## src/rtl/remote_comm_pkg.sv

```systemverilog
// Shared constants and state encodings for the remote command link.
package remote_comm_pkg;

  // 50 MHz system clock / 19200 baud
  localparam int unsigned BaudDivDefault = 2604;
  // 8N1: start + 8 data + stop
  localparam int unsigned BitsPerFrame   = 10;

  typedef enum logic [1:0] {
    StIdle,
    StHigh,
    StLow
  } cmd_state_e;

  typedef enum logic [1:0] {
    RxIdle,
    RxStart,
    RxData,
    RxStop
  } rx_state_e;

endpackage

```

## src/rtl/remote_comm_uart.sv

```systemverilog
// Full-duplex 8N1 UART: independent transmit and receive halves.
module uart
  import remote_comm_pkg::*;
#(
  parameter int unsigned BAUD_DIV = BaudDivDefault
) (
  input  logic       clk,
  input  logic       rst,
  input  logic       trmt,
  input  logic [7:0] tx_data,
  output logic       tx_done,
  output logic       TX,
  input  logic       RX,
  input  logic       clr_rdy,
  output logic [7:0] rx_data,
  output logic       rdy
);

  localparam int unsigned CntW = $clog2(BAUD_DIV + 1);
  localparam logic [CntW-1:0] BaudLast = CntW'(BAUD_DIV - 1);
  localparam logic [CntW-1:0] BaudHalf = CntW'(BAUD_DIV / 2 - 1);
  localparam logic [3:0]      TxBitLast = 4'(BitsPerFrame - 1);

  logic            tx_busy_q, tx_busy_d;
  logic [CntW-1:0] tx_baud_q, tx_baud_d;
  logic [3:0]      tx_bit_q, tx_bit_d;
  logic [8:0]      tx_shift_q, tx_shift_d;
  logic            tx_q, tx_d;

  rx_state_e       rx_state_q, rx_state_d;
  logic            rx_s1_q, rx_s2_q, rx_prev_q;
  logic [CntW-1:0] rx_baud_q, rx_baud_d;
  logic [2:0]      rx_bit_q, rx_bit_d;
  logic [7:0]      rx_shift_q, rx_shift_d;
  logic [7:0]      rx_data_q, rx_data_d;
  logic            rdy_q, rdy_d;

  assign TX      = tx_q;
  assign rx_data = rx_data_q;
  assign rdy     = rdy_q;

  // Transmit next-state: load frame on trmt, shift one bit per baud period.
  always_comb begin
    tx_busy_d  = tx_busy_q;
    tx_baud_d  = tx_baud_q;
    tx_bit_d   = tx_bit_q;
    tx_shift_d = tx_shift_q;
    tx_d       = tx_q;
    tx_done    = 1'b0;
    if (!tx_busy_q) begin
      if (trmt) begin
        tx_busy_d  = 1'b1;
        tx_baud_d  = '0;
        tx_bit_d   = '0;
        tx_shift_d = {1'b1, tx_data};
        tx_d       = 1'b0;
      end
    end else if (tx_baud_q == BaudLast) begin
      tx_baud_d = '0;
      if (tx_bit_q == TxBitLast) begin
        // stop bit already on the line; it simply stays high
        tx_busy_d = 1'b0;
        tx_done   = 1'b1;
      end else begin
        tx_d       = tx_shift_q[0];
        tx_shift_d = {1'b1, tx_shift_q[8:1]};
        tx_bit_d   = tx_bit_q + 4'd1;
      end
    end else begin
      tx_baud_d = tx_baud_q + 1'b1;
    end
  end

  // Receive next-state: falling edge starts a frame, sample at bit centres.
  always_comb begin
    rx_state_d = rx_state_q;
    rx_baud_d  = rx_baud_q;
    rx_bit_d   = rx_bit_q;
    rx_shift_d = rx_shift_q;
    rx_data_d  = rx_data_q;
    rdy_d      = rdy_q;
    if (clr_rdy) rdy_d = 1'b0;
    unique case (rx_state_q)
      RxIdle: begin
        if (rx_prev_q && !rx_s2_q) begin
          rx_state_d = RxStart;
          rx_baud_d  = '0;
          rdy_d      = 1'b0;
        end
      end
      RxStart: begin
        if (rx_baud_q == BaudHalf) begin
          rx_baud_d  = '0;
          rx_bit_d   = '0;
          // high at mid start bit means it was a glitch
          rx_state_d = rx_s2_q ? RxIdle : RxData;
        end else begin
          rx_baud_d = rx_baud_q + 1'b1;
        end
      end
      RxData: begin
        if (rx_baud_q == BaudLast) begin
          rx_baud_d  = '0;
          rx_shift_d = {rx_s2_q, rx_shift_q[7:1]};
          rx_bit_d   = rx_bit_q + 3'd1;
          if (rx_bit_q == 3'd7) rx_state_d = RxStop;
        end else begin
          rx_baud_d = rx_baud_q + 1'b1;
        end
      end
      RxStop: begin
        if (rx_baud_q == BaudLast) begin
          rx_baud_d  = '0;
          rx_data_d  = rx_shift_q;
          rdy_d      = 1'b1;
          rx_state_d = RxIdle;
        end else begin
          rx_baud_d = rx_baud_q + 1'b1;
        end
      end
      default: rx_state_d = RxIdle;
    endcase
  end

  // Transmit state registers; line idles high.
  always_ff @(posedge clk or posedge rst) begin
    if (rst) begin
      tx_busy_q  <= 1'b0;
      tx_baud_q  <= '0;
      tx_bit_q   <= '0;
      tx_shift_q <= '0;
      tx_q       <= 1'b1;
    end else begin
      tx_busy_q  <= tx_busy_d;
      tx_baud_q  <= tx_baud_d;
      tx_bit_q   <= tx_bit_d;
      tx_shift_q <= tx_shift_d;
      tx_q       <= tx_d;
    end
  end

  // Receive state registers; synchronizer resets to the idle-high line level.
  always_ff @(posedge clk or posedge rst) begin
    if (rst) begin
      rx_s1_q    <= 1'b1;
      rx_s2_q    <= 1'b1;
      rx_prev_q  <= 1'b1;
      rx_state_q <= RxIdle;
      rx_baud_q  <= '0;
      rx_bit_q   <= '0;
      rx_shift_q <= '0;
      rx_data_q  <= '0;
      rdy_q      <= 1'b0;
    end else begin
      rx_s1_q    <= RX;
      rx_s2_q    <= rx_s1_q;
      rx_prev_q  <= rx_s2_q;
      rx_state_q <= rx_state_d;
      rx_baud_q  <= rx_baud_d;
      rx_bit_q   <= rx_bit_d;
      rx_shift_q <= rx_shift_d;
      rx_data_q  <= rx_data_d;
      rdy_q      <= rdy_d;
    end
  end

endmodule

```

## src/rtl/remote_comm.sv

```systemverilog
// Sends a 16-bit command as two back-to-back UART bytes (high first) and
// exposes the last response byte received from the maze runner.
module remote_comm
  import remote_comm_pkg::*;
#(
  parameter int unsigned BAUD_DIV = BaudDivDefault
) (
  input  logic        clk,
  input  logic        rst,
  input  logic [15:0] cmd,
  input  logic        send_cmd,
  output logic        cmd_sent,
  output logic        TX,
  input  logic        RX,
  output logic [7:0]  resp,
  output logic        resp_rdy
);

  cmd_state_e  state_q, state_d;
  logic [15:0] cmd_q, cmd_d;
  logic        start_q, start_d;
  logic        cmd_sent_q, cmd_sent_d;
  logic        tx_done;
  logic        send_accept;
  logic [7:0]  tx_byte;

  assign send_accept = (state_q == StIdle) && send_cmd;
  assign tx_byte     = (state_q == StLow) ? cmd_q[7:0] : cmd_q[15:8];
  assign cmd_sent    = cmd_sent_q;

  // Byte sequencing: latch on accept, then high byte, then low byte.
  always_comb begin
    state_d    = state_q;
    cmd_d      = cmd_q;
    start_d    = 1'b0;
    cmd_sent_d = cmd_sent_q;
    unique case (state_q)
      StIdle: begin
        if (send_cmd) begin
          cmd_d      = cmd;
          cmd_sent_d = 1'b0;
          start_d    = 1'b1;
          state_d    = StHigh;
        end
      end
      StHigh: begin
        if (tx_done) begin
          start_d = 1'b1;
          state_d = StLow;
        end
      end
      StLow: begin
        if (tx_done) begin
          cmd_sent_d = 1'b1;
          state_d    = StIdle;
        end
      end
      default: state_d = StIdle;
    endcase
  end

  // Sequencer registers.
  always_ff @(posedge clk or posedge rst) begin
    if (rst) begin
      state_q    <= StIdle;
      cmd_q      <= '0;
      start_q    <= 1'b0;
      cmd_sent_q <= 1'b0;
    end else begin
      state_q    <= state_d;
      cmd_q      <= cmd_d;
      start_q    <= start_d;
      cmd_sent_q <= cmd_sent_d;
    end
  end

  uart #(
    .BAUD_DIV(BAUD_DIV)
  ) u_uart (
    .clk    (clk),
    .rst    (rst),
    .trmt   (start_q),
    .tx_data(tx_byte),
    .tx_done(tx_done),
    .TX     (TX),
    .RX     (RX),
    .clr_rdy(send_accept),
    .rx_data(resp),
    .rdy    (resp_rdy)
  );

endmodule

```

## config.mk

```make
export PLATFORM = sky130hd
export DESIGN_NAME = remote_comm
export DESIGN_NICKNAME = d
export VERILOG_FILES = /design/src/rtl/remote_comm_pkg.sv /design/src/rtl/remote_comm_uart.sv /design/src/rtl/remote_comm.sv
export SDC_FILE = /design/constraint.sdc
export NUM_CORES = 1
export LEC_CHECK = 0
export BUFFER_PORTS_ARGS = -buffer_cell sky130_fd_sc_hd__buf_2
export CAP_MARGIN = 20
export CORE_ASPECT_RATIO = 0.75
export CORE_MARGIN = 2
export CORE_UTILIZATION = 54
export DETAILED_ROUTE_END_ITERATION = 10
export MAX_ROUTING_LAYER = met4
export PLACE_DENSITY = 0.73
export SLEW_MARGIN = 20
export SYNTH_ARGS = -nofsm -noshare
export SYNTH_HDL_FRONTEND = slang
export SYNTH_SLANG_ARGS = --single-unit
```

## constraint.sdc

```tcl
create_clock -name clk -period 2.2 [get_ports clk]
set_input_delay 0.22 -clock clk [delete_from_list [all_inputs] [get_ports clk]]
set_output_delay 0.22 -clock clk [all_outputs]
set_load 0.03 [all_outputs]
```

==> flow_summary.ini <==
[status]
outcome = completed

[sta]
finalCritPeriodShare = 0.959
whs_ps = 49.4
slew_viol_final = 0
fmax_mhz = 474
final_hold_viol_count = 0
fin_ws_ps = 89.4
rsz0062_at_grt = yes
tightest_slew_ps = 645
fin_skew_ps = 8.95
finalSetupViolCount = 0
relSlewSlack = 0.569
period_minus_slack_ps = 2110

[clock_network]
cts_htree_levels = 3
clockBufferDepth = 2
clock_latency_ps = 360
path_clk_slew_ps = 80
tritoncts = built
cts_root_buf = clkbuf_8
cts.sinks = 84
numCtsBuffers = 9

[place]
gp_congestion = 0.833
placed_cells = 518
port_buffers = 30
dp_hpwl_um = 5280
dp_slack_ps = 90.3

[worst_setup_path]
reg2reg_depth = 4
crit_path_max_incr_delay_ps = 590
cp.required_ps = 2440
cp-end-kind = flip-flop
reg2reg_to = u_uart.tx_shift_q[3]
crit_fanout = 7
cp-start-kind = flip-flop
crit_arrival_ps = 2350
timing.rr.start = u_uart.tx_baud_q[4]
r2r_slack_ps = 90
crit_type = flip-flop to flip-flop
slowest_stage = or4b_4
worstPathCellList = or4b_4, nor4_2, o21a_2, mux2_2

[synthesis]
synth-seq-cells = 84
ys_async_sr_fraction = 1.00
yosysTopAreaCell = dfrtp_1
mappedNetlistNets = 419
yosys_warnings = 0
yosysMostFrequentCell = dfrtp_1
ys_top_cells_by_area = dfrtp_1, nand2_1, mux2_2
synth_top_area_share = 0.498
synth-main-ff-cell = dfrtp_1
syn_area_sq_mm = 0.00402
synth.top_cells.by_count = dfrtp_1, nand2_1, o21ai_0, mux2_2, nor2_1
synth_cells = 388
synth-edff-count = 0
syn_avg_cell_area_sq_um = 10.4
synth-seq-area-share = 0.524
ys_types = 55

[worst_hold_path]
holdPathStages = 3
min_from = cmd[13]
min_path_type = primary input to flip-flop
min_to = cmd_q[13]

[layout]
insertedDiodeCount = 0
instances_no_fill = 540
multiInputGateArea_sq_mm = 0.00181
area_growth_pct = 14.1
seq_area_sq_mm = 0.00211
nets = 465
final_util = 0.632
layout-drive-gt1-share = 0.228
fill_cells = 602

[drt]
drt-pass1-iter-count = 4
drc_errors = 0
ant_nets = 0
drtIter0Drc = 118
wl_per_cell_um = 14.5
routed_via_density = 5.53
finalWirelength_um = 7840
route.vias.total = 2987

[power_and_ir_drop]
peakVddDrop_mv = 0.549
leakage_nw = 2.29
p_total_mw = 3.42
power.density_mw_per_mm2 = 746

[floorplanning]
die_y_um = 78.7
io-pin-count = 31
die-area_sq_mm = 0.00816
chipWidth_um = 104
rows = 27
start_util = 0.554
core_sq_mm = 0.00726

[global_routing]
grt_max_degree = 66
grt_pass1_vias = 2944
grt.overflow.total = 0
grt_usage = 0.218
antenna_found_initial = 0
grt_pass1_wl_um = 13900

[flow_run]
cap_violations = 0
## power breakdown
part / internal, mW / switching (mW) / leakage [nW] / total (mW)
registers: 1.60 / 0.0616 / 1.13 / 1.66
clock network: 0.418 / 0.578 / 0.0755 / 0.996
logic: 0.292 / 0.472 / 1.09 / 0.764
## sequential cells by signal, indices dropped and copies added, names as in the netlist, named ones only
name               flops
u_uart.rx_bit_q        3
state_q                2
u_uart.tx_shift_q      9
u_uart.rx_state_q      1
u_uart.rdy             1
cmd_sent               1
u_uart.rx_s1_q         1
u_uart.rx_baud_q      12
u_uart.tx_busy_q       1
u_uart.rx_prev_q       1
u_uart.rx_data         8
u_uart.rx_s2_q         1
u_uart.tx_bit_q        4
u_uart.TX              1
cmd_q                 16
u_uart.rx_shift_q      8
u_uart.tx_baud_q      12
start_q                1
## through the flow
stage / TNS, ps / instance area [sq um]
final: 0 / 4590
after global routing: -9.55 / 4590
after CTS: 0 / 4540
after detailed placement: 0 / 4340
after global placement: 0 / 4340
after floorplan: 0 / 4030
## critical path: cells and delay by family (launching register included)
| family | cells | cell delay, ps |
|---|---|---|
| and+or+nand+nor | 2 | 950 |
| DFF | 1 | 410 |
| muxes | 1 | 360 |
| AOI/OAI and AO/OA | 1 | 280 |
## kinds of logic after synthesis
group | count (synthesis) | share of synthesized area
simple gates | 150 | 0.183
mux | 35 | 0.0949
flops | 84 | 0.524
compound gates | 74 | 0.123
fa+ha+maj | 11 | 0.0342
xor+xnor | 5 | 0.0109
buf+inv | 29 | 0.0302
## what timing repair did
item | CTS | global route
endpoints found under the hold margin | 17 | 0
gates resized for setup | 0 | 1
setup endpoints to repair | 0 | 10
buffers inserted | 0 | 3
hold buffers | 2 | 0
## per-layer routing
layer  up-vias  routed length (um)  global-route usage
met5         -                   0                   -
met4         0                  71              0.0500
met3        10                 303              0.0640
met2        53                3510               0.339
met1      1471                3950               0.287
li1       1453                   -                   -
## area by class of cell
| class | instances | area share |
|---|---|---|
| flip-flops and latches | 84 | 0.459 |
| multi-input cells | 276 | 0.394 |
| repair buffers | 47 | 0.0671 |
| clock buffers | 10 | 0.0278 |
| well taps | 101 | 0.0276 |
| inverters | 16 | 0.0139 |
| clock inverters | 6 | 0.0104 |
## worst max path at each step
| stage | slack [ps] | startpoint | end | cells after the start |
|---|---|---|---|---|
| 6_report | 90 | u_uart.tx_baud_q[4] | u_uart.tx_shift_q[3] | 4 |
| 5_1_grt | -10 | u_uart.rx_baud_q[8] | flip-flop | 5 |
| 4_1_cts | 80 | u_uart.tx_baud_q[4] | u_uart.tx_shift_q[3] | 4 |
| 3_5_place_dp | 90 | u_uart.tx_baud_q[4] | u_uart.tx_shift_q[3] | 4 |
| 3_3_place_gp | 120 | u_uart.tx_baud_q[4] | u_uart.tx_shift_q[3] | 4 |
| 2_1_floorplan | 140 | u_uart.tx_baud_q[2] | u_uart.tx_shift_q[0] | 5 |
## layout by cell type, fill, tap and decap left out, types with 4 or more instances in the layout
master,count
o22ai_1,4
clkbuf_8,9
clkinvlp_4,5
nor3_1,4
buf_4,13
mux2i_1,10
buf_2,30
a31oi_1,9
nand3_1,12
nand2b_1,6
dfstp_2,4
o21ai_0,30
nor2_1,17
dfrtp_1,80
mux2_2,19
ha_1,11
and3_1,5
xor2_1,4
a21oi_1,7
inv_1,15
nand2_1,79
mux2_1,6
No activity file was read; power rests on OpenSTA's default activity.
